$ cat src/rtl/load_store_unit.sv
// RV32I load/store unit between execute and a word-wide data memory.
// Sub-word stores are a read-modify-write of the containing word; one request in flight at a time.
module load_store_unit #(
  parameter int unsigned MEM_WORDS = 256
) (
  input  logic        clk,
  input  logic        rst,
  input  logic        req_valid,
  output logic        req_ready,
  input  logic        req_is_store,
  input  logic [2:0]  req_funct3,
  input  logic [31:0] req_addr,
  input  logic [31:0] req_wdata,
  output logic        resp_valid,
  output logic [31:0] resp_rdata,
  output logic        resp_err,
  output logic [31:0] mem_addr,
  output logic [31:0] mem_write_data,
  output logic        mem_read,
  output logic        mem_write,
  input  logic [31:0] mem_read_data
);

  typedef enum logic [2:0] {StIdle, StLoad, StStore, StRmwRd, StRmwWr} state_e;

  localparam logic [32:0] MemBytes = 33'(MEM_WORDS) * 33'd4;

  state_e      state_q, state_d;
  logic [31:0] addr_q, wdata_q, merge_q, merge_d, load_data;
  logic [2:0]  funct3_q;
  logic        accept, illegal, out_of_range, misaligned, req_err;
  logic        resp_valid_d, resp_err_d;
  logic [31:0] resp_rdata_d;
  logic [7:0]  ld_byte;
  logic [15:0] ld_half;

  assign req_ready = (state_q == StIdle);
  assign accept    = req_valid & req_ready;

  always_comb begin
    illegal      = (req_funct3 == 3'b011) || (req_funct3[2:1] == 2'b11) ||
                   (req_is_store && req_funct3[2]);
    out_of_range = {1'b0, req_addr} >= MemBytes;
    misaligned   = ((req_funct3[1:0] == 2'b01) && req_addr[0]) ||
                   ((req_funct3[1:0] == 2'b10) && (req_addr[1:0] != 2'b00));
    req_err      = illegal || out_of_range || misaligned;
  end

  // Lane selection for loads and the sub-word merge of the RMW read.
  always_comb begin
    ld_byte = mem_read_data[{addr_q[1:0], 3'b000} +: 8];
    ld_half = mem_read_data[{addr_q[1], 4'b0000} +: 16];
    case (funct3_q)
      3'b000:  load_data = {{24{ld_byte[7]}}, ld_byte};
      3'b001:  load_data = {{16{ld_half[15]}}, ld_half};
      3'b100:  load_data = {24'h0, ld_byte};
      3'b101:  load_data = {16'h0, ld_half};
      default: load_data = mem_read_data;
    endcase
    merge_d = mem_read_data;
    if (funct3_q[0]) begin
      merge_d[{addr_q[1], 4'b0000} +: 16] = wdata_q[15:0];
    end else begin
      merge_d[{addr_q[1:0], 3'b000} +: 8] = wdata_q[7:0];
    end
  end

  always_comb begin
    state_d        = state_q;
    resp_valid_d   = 1'b0;
    resp_err_d     = resp_err;
    resp_rdata_d   = resp_rdata;
    mem_read       = 1'b0;
    mem_write      = 1'b0;
    mem_write_data = 32'h0;
    mem_addr       = (state_q == StIdle) ? 32'h0 : {addr_q[31:2], 2'b00};
    unique case (state_q)
      StIdle: begin
        if (accept) begin
          if (req_err) begin
            resp_valid_d = 1'b1;
            resp_err_d   = 1'b1;
            resp_rdata_d = 32'h0;
          end else if (!req_is_store) begin
            state_d = StLoad;
          end else if (req_funct3[1]) begin
            state_d = StStore;
          end else begin
            state_d = StRmwRd;
          end
        end
      end
      StLoad: begin
        mem_read     = 1'b1;
        resp_valid_d = 1'b1;
        resp_err_d   = 1'b0;
        resp_rdata_d = load_data;
        state_d      = StIdle;
      end
      StStore: begin
        mem_write      = 1'b1;
        mem_write_data = wdata_q;
        resp_valid_d   = 1'b1;
        resp_err_d     = 1'b0;
        resp_rdata_d   = 32'h0;
        state_d        = StIdle;
      end
      StRmwRd: begin
        mem_read = 1'b1;
        state_d  = StRmwWr;
      end
      StRmwWr: begin
        mem_write      = 1'b1;
        mem_write_data = merge_q;
        resp_valid_d   = 1'b1;
        resp_err_d     = 1'b0;
        resp_rdata_d   = 32'h0;
        state_d        = StIdle;
      end
      default: state_d = StIdle;
    endcase
  end

  always_ff @(posedge clk) begin
    if (rst) begin
      state_q    <= StIdle;
      resp_valid <= 1'b0;
      resp_err   <= 1'b0;
      resp_rdata <= 32'h0;
      addr_q     <= 32'h0;
      wdata_q    <= 32'h0;
      funct3_q   <= 3'b000;
      merge_q    <= 32'h0;
    end else begin
      state_q    <= state_d;
      resp_valid <= resp_valid_d;
      resp_err   <= resp_err_d;
      resp_rdata <= resp_rdata_d;
      if (accept) begin
        addr_q   <= req_addr;
        wdata_q  <= req_wdata;
        funct3_q <= req_funct3;
      end
      if (state_q == StRmwRd) begin
        merge_q <= merge_d;
      end
    end
  end

endmodule

$ cat config.mk
export PLATFORM = sky130hd
export DESIGN_NAME = load_store_unit
export DESIGN_NICKNAME = d
export VERILOG_FILES = /design/src/rtl/load_store_unit.sv
export SDC_FILE = /design/constraint.sdc
export NUM_CORES = 1
export LEC_CHECK = 0
export CORE_ASPECT_RATIO = 0.5
export CORE_UTILIZATION = 30
export DETAILED_ROUTE_END_ITERATION = 8
export HOLD_SLACK_MARGIN = 0.05
export PLACE_DENSITY = 0.56
export SLEW_MARGIN = 20
export SYNTH_ARGS = -nofsm -noshare
export SYNTH_HDL_FRONTEND = slang
export SYNTH_SLANG_ARGS = --single-unit
$ cat constraint.sdc
create_clock -name clk -period 3.3 [get_ports clk]
set_clock_uncertainty 0.2 [all_clocks]
set_input_delay 0.33 -clock clk [delete_from_list [all_inputs] [get_ports clk]]
set_output_delay 0.33 -clock clk [all_outputs]
set_load 0.02 [all_outputs]
Yosys cells after proc, flatten, opt, wreduce, memory -nomap -nowiden

Index checks and enable logic that the tools add are counted.

Register bits after elaboration: 136
Output and inout port bits: 101
Input bits: 103
Word-level logic and storage cells: 73

Muxes and demuxes: 22
Shift operators: 6
$add $sub $neg: 2
Bitwise logic cells: 1
Reduce and logical (&&, ||, !) cells: 19
Magnitude comparators: 1
Equal/unequal tests: 14

Operator list:

| kind                    | number |
|---|---|
| $mux 32                 | 4 |
| $pmux 32 s4             | 1 |
| $pmux 32 s3             | 1 |
| $bwmux 32               | 2 |
| $pmux 32 s2             | 1 |
| $ge 32x11->1 const B    | 1 |
| $shift 16x7->32 const A | 1 |
| $shift 8x7->32 const A  | 1 |
| $shiftx 16x7->32        | 1 |
| $shiftx 32x6->16        | 1 |
| $shiftx 32x6->8         | 1 |
| $shiftx 8x7->32         | 1 |
| $neg 5->7               | 2 |
| $eq 3x2->1 const B      | 3 |
| $eq 3x3->1 const B      | 3 |
| $mux 1                  | 7 |
| $eq 3x1->1 const B      | 2 |
| $logic_not 3->1         | 2 |
| $mux 3                  | 2 |
| $pmux 3 s2              | 1 |
| $reduce_and 3->1        | 2 |
| $logic_or 1x1->1        | 5 |
| $eq 2x2->1 const B      | 2 |
| $ne 2x1->1 const B      | 2 |
| other kinds (11)        | 16 |

Logic depth before layout (Yosys ltp)

Depth after elaboration: 8
Gate-level depth with buffers: 8
Mapped depth without buffers: 6

Worst setup path before layout

Ideal clock, no wire load.

Kind: reg-to-reg
Start: register addr_q[1]
End: register merge_q[26]
Setup time: 58 ps
Data arrival time: 2078 ps
Setup slack: 964 ps
Data required time: 3042 ps
Path buffers: 2
Period minus slack after synthesis: 2336 ps
Cell stages (with the launch flop): 9
Path through: dfxtp_1 -> inv_2 -> buf_2 -> ha_1 -> nor4bb_1 -> clkbuf_1 -> a221oi_1 -> a2111oi_0 -> a31o_2

Cells in the longest elaborated chain, start to end: 4
Elaborated cells between the ends (all ways): 9
Those cells by class: add/sub: 2; shift: 4; mux: 3

Ends and longest elaborated chain:

| element                                        | RTL line | text |
|---|---|---|
| start, declared                                | 29       | `logic [31:0] addr_q, wdata_q, merge_q, merge_d, load_data;` |
| start signal, assigned                         | 140      | `addr_q <= req_addr;` |
| $neg 5->7, on equally long branches            | 62, 64   |  |
| $shiftx 16x7->32, or another cell as far along | 62       | `merge_d[{addr_q[1], 4'b0000} +: 16] = wdata_q[15:0];` |
| $bwmux 32, on equally long branches            | 62, 64   |  |
| $mux 32 (*)                                    | 61       | `if (funct3_q[0]) begin` |
| end signal, assigned                           | 145      | `merge_q <= merge_d;` |
| end, declared                                  | 29       |  |

Every way passes the cells marked *; elsewhere a longest branch is shown, timed or not.
A chain may end at the register's enable or synchronous reset.

Worst setup path in the final report

Start: register state_q[2]
End: output mem_addr[16]

Cells in the longest elaborated chain, start to end: 2

Ends and longest elaborated chain:

| element                | RTL line | text |
|---|---|---|
| start, declared        | 28       | `state_e state_q, state_d;` |
| start signal, assigned | 126      | `state_q <= StIdle;` |
| start signal, assigned | 135      | `state_q <= state_d;` |
| $logic_not 3->1        | 76       | `mem_addr = (state_q == StIdle) ? 32'h0 : {addr_q[31:2], 2'b00};` |
| $mux 32                | 76       |  |
| end, declared          | 17       | `output logic [31:0] mem_addr,` |

Every way passes these cells.

==> metrics.md <==
| Metric | Value |
|---|---|
| Outcome | `finished clean` |
| Hold_buf cts | `0` |
| Hold path startpoint | `rst` |
| Final wirelength | `24.8 mm` |
| Setup crit start kind | `flip-flop` |
| Clk pin slew, worst setup/hold paths | `0.07 ns` |
| DRC | `0` |
| Fill cell count | `2150` |
| Io pins | `204` |
| Initial Util | `0.307` |
| Via count of the first global-routing pass | `6239` |
| Async SR Flop Fraction | `0` |
| Clock Sinks | `136` |
| Detailed Route Iter0 Violations | `552` |
| Routed vias | `6729` |
| Final TNS setup | `0 ns` |
| Power Total | `4.12 mW` |
| Fmax | `332 MHz` |
| Pwr Density | `432 mW/mm^2` |
| Post-Syn Instances | `770` |
| Placed cell areas | `0.00895 mm^2` |
| I/O Buffers | `201` |
| #FFs+latches synth | `136` |
| Critical Path Max Stage Delay | `0.65 ns` |
| Post-synth design cell area | `0.00667 mm^2` |
| Clock share of power | `0.470` |
| Worst hold slack | `0.149 ns` |
| Pin count of the biggest net entering global routing | `72` |
| Final min period | `3.01 ns` |
| Yosys warnings | `0` |
| Vert. Die Dim | `107 um` |
| Psw | `1.09 mW` |
| Global route overflow | `0` |
| Cell type group with the largest total delay on the critical path | `buffers and inverters` |
| Area Growth Syn to Fin | `42.9%` |
| Std-Cell Rows | `38` |
| Post-synth top area share | `0.408` |
| Synth area leader | `dfxtp_1` |
| Gate power share | `0.111` |
| Worst Setup Slack, final | `0.286 ns` |
| Layout cell share with drive strength beyond 1 | `0.114` |
| Final hold viol count | `0` |
| Fin crit share | `0.913` |
| Ranking of synthesized cells by area | `dfxtp_1, nand2_1, a21oi_1, a22o_1, a221oi_1` |
| Final core utilization | `0.439` |
| Internal power | `3.03 mW` |
| Cts bufs inserted | `17` |
| Clock buffer depth | `2` |
| Average wire per standard cell | `19.7 um` |
| Clk_lat worst skew | `0.43 ns` |
| Hold/Removal Path Class | `in -> reg` |
| CP cell instances | `nor3_4 -> buf_4 -> nor2b_1 -> clkdlybuf4s50_1` |
| Finished Cell Area | `0.00953 mm^2` |
| TritonCTS clock tree | `done` |
| EDFF count, synth | `0` |
| Vias per cell | `5.35` |
| Dpl ws | `0.571 ns` |
| Max-cap violation count | `0` |
| Root buf cell | `clkbuf_16` |
| Least-Margin Pin Slew | `0.918 ns` |
| Number of antenna diodes | `0` |
| Total GRT Usage | `0.215` |
| Critical path buffer and inverter count | `2` |
| Final std cells w/o fill | `1257` |
| Initial antenna violation count | `0` |
| Die area | `0.0229 mm^2` |
| Critical path class | `reg -> out` |
| Crit. End Element | `primary output` |
| Critical path launch point | `state_q[2]` |
| Mean post-synth cell area | `8.66 um^2` |
| Slew headroom | `0.387` |
| VDD IR max | `0.000265 V` |
| Critical Path Fanout Max | `18` |
| Number of distinct library cells after synthesis | `53` |
| Final setup vio count | `0` |
| Post-CTS sizing | `0` |
| DRT Pass-1 Iters | `5` |
| Pins Over Slew Limit | `0` |
| Register area share after synthesis | `0.408` |
| DP HPWL | `17.8 mm` |
| Reg2reg start | `addr_q[1]` |
| CORE AREA | `0.0217 mm^2` |
| P_leak | `3.52 nW` |
| Post-route ant nets | `0` |
| Routability cong. | `0.882` |
| First-pass GRT wire length | `37.1 mm` |
| Unrepaired setup endpoints after global routing | `false` |
| Switching Fraction | `0.265` |
| Sequential fraction of design power | `0.420` |
| Nets | `1052` |
| Worst path arrival time | `2.48 ns` |
| DP Cell Count | `1225` |
| CP required | `2.77 ns` |
| CP max-delay cell | `nor3_4` |
| Post-CTS Setup Inserts | `0` |
| Main flop type after synthesis | `dfxtp_1` |
| H-tree depth | `4` |
| Die width | `213 um` |
==> sequential cells by signal, indices dropped and copies added, names as in the netlist <==
signal	count
resp_err	1
resp_rdata	32
merge_q	32
state_q	3
wdata_q	32
addr_q	32
funct3_q	3
resp_valid	1
==> final timing paths <==
kind	to	slack, ns	cells after the start
worst min-delay path	wdata_q[18]	0.15	2
worst max-delay path	mem_addr[16]	0.29	4
worst min register to register	addr_q[31]	0.25	2
worst max register to register	merge_q[25]	0.35	8
==> kinds of logic (layout without fill, tap and decap cells) <==
group / after synthesis / in the layout / share of synthesized area
flops: 136 / 136 / 0.408
compound gates: 250 / 250 / 0.275
xor+xnor: 1 / 1 / 0.00131
mux: 27 / 27 / 0.0574
fa+ha+maj: 5 / 5 / 0.00938
simple gates: 268 / 268 / 0.195
other cells: 1 / 2 / 0.000562
buf+inv: 82 / 268 / 0.0535
==> synthesized netlist by cell type (8+ instances only) <==
cell and count:
nand3_1 8, o2111ai_1 8, buf_2 18, o21ai_0 25, a221o_1 15, mux4_2 9, a211o_1 8, a22o_1 39
mux2i_1 18, nor2_1 21, nand2_1 139, a31o_2 16, a221oi_1 32, o21a_1 8, a21oi_1 70, or2_2 15
a2111oi_0 17, and3_1 23, nor2b_1 38, clkbuf_1 50, dfxtp_1 136
==> worst register-to-register path: stages, from the launching register on <==
cell and delay, ns:
dfxtp_1 0.34, buf_4 0.43, ha_1 0.28, nor4bb_1 0.29, buf_4 0.22, a221oi_1 0.08
a2111oi_0 0.75, buf_4 0.22, a31o_2 0.09
==> cells in the final DEF (no fill, tap or decap), drive strengths merged, types with 16 or more instances in the layout <==
master	instances
and3	23
a31o	16
clkbuf	19
a2111oi	17
dfxtp	136
a21oi	70
clkdlybuf4s50	200
nand2	139
a22o	39
or2	16
nor2	21
nor2b	39
o21ai	29
buf	28
a221oi	32
mux2i	18
==> cell type report <==
cell class                      instances  area, um^2  share of cell area
Multi-Input combinational cell        553        3610               0.379
Inverter                                8        30.0             0.00315
Timing Repair Buffer                  228        2210               0.232
Sequential cell                       136        2720               0.286
Clock inverter                         13         146              0.0154
Clock buffer                           19         433              0.0454
Tap cell                              300         375              0.0394
==> power groups by stage <==
stage	logic, mW	clock network, mW	registers, mW
floorplan	0.227	0	1.75
global placement	0.445	0	1.76
detailed placement	0.451	0	1.76
CTS	0.452	1.96	1.73
global route	0.489	2.04	1.73
finish	0.456	1.93	1.73
==> routing by layer <==
layer | global-route usage | part of all wire | vias to the layer above
li1 | - | - | 3179
met1 | 0.301 | 0.47 | 3261
met2 | 0.328 | 0.45 | 249
met3 | 0.0481 | 0.069 | 40
met4 | 0.0658 | 0.017 | 0
met5 | 0 | 0 | -
(Power assumes the default switching activity.)
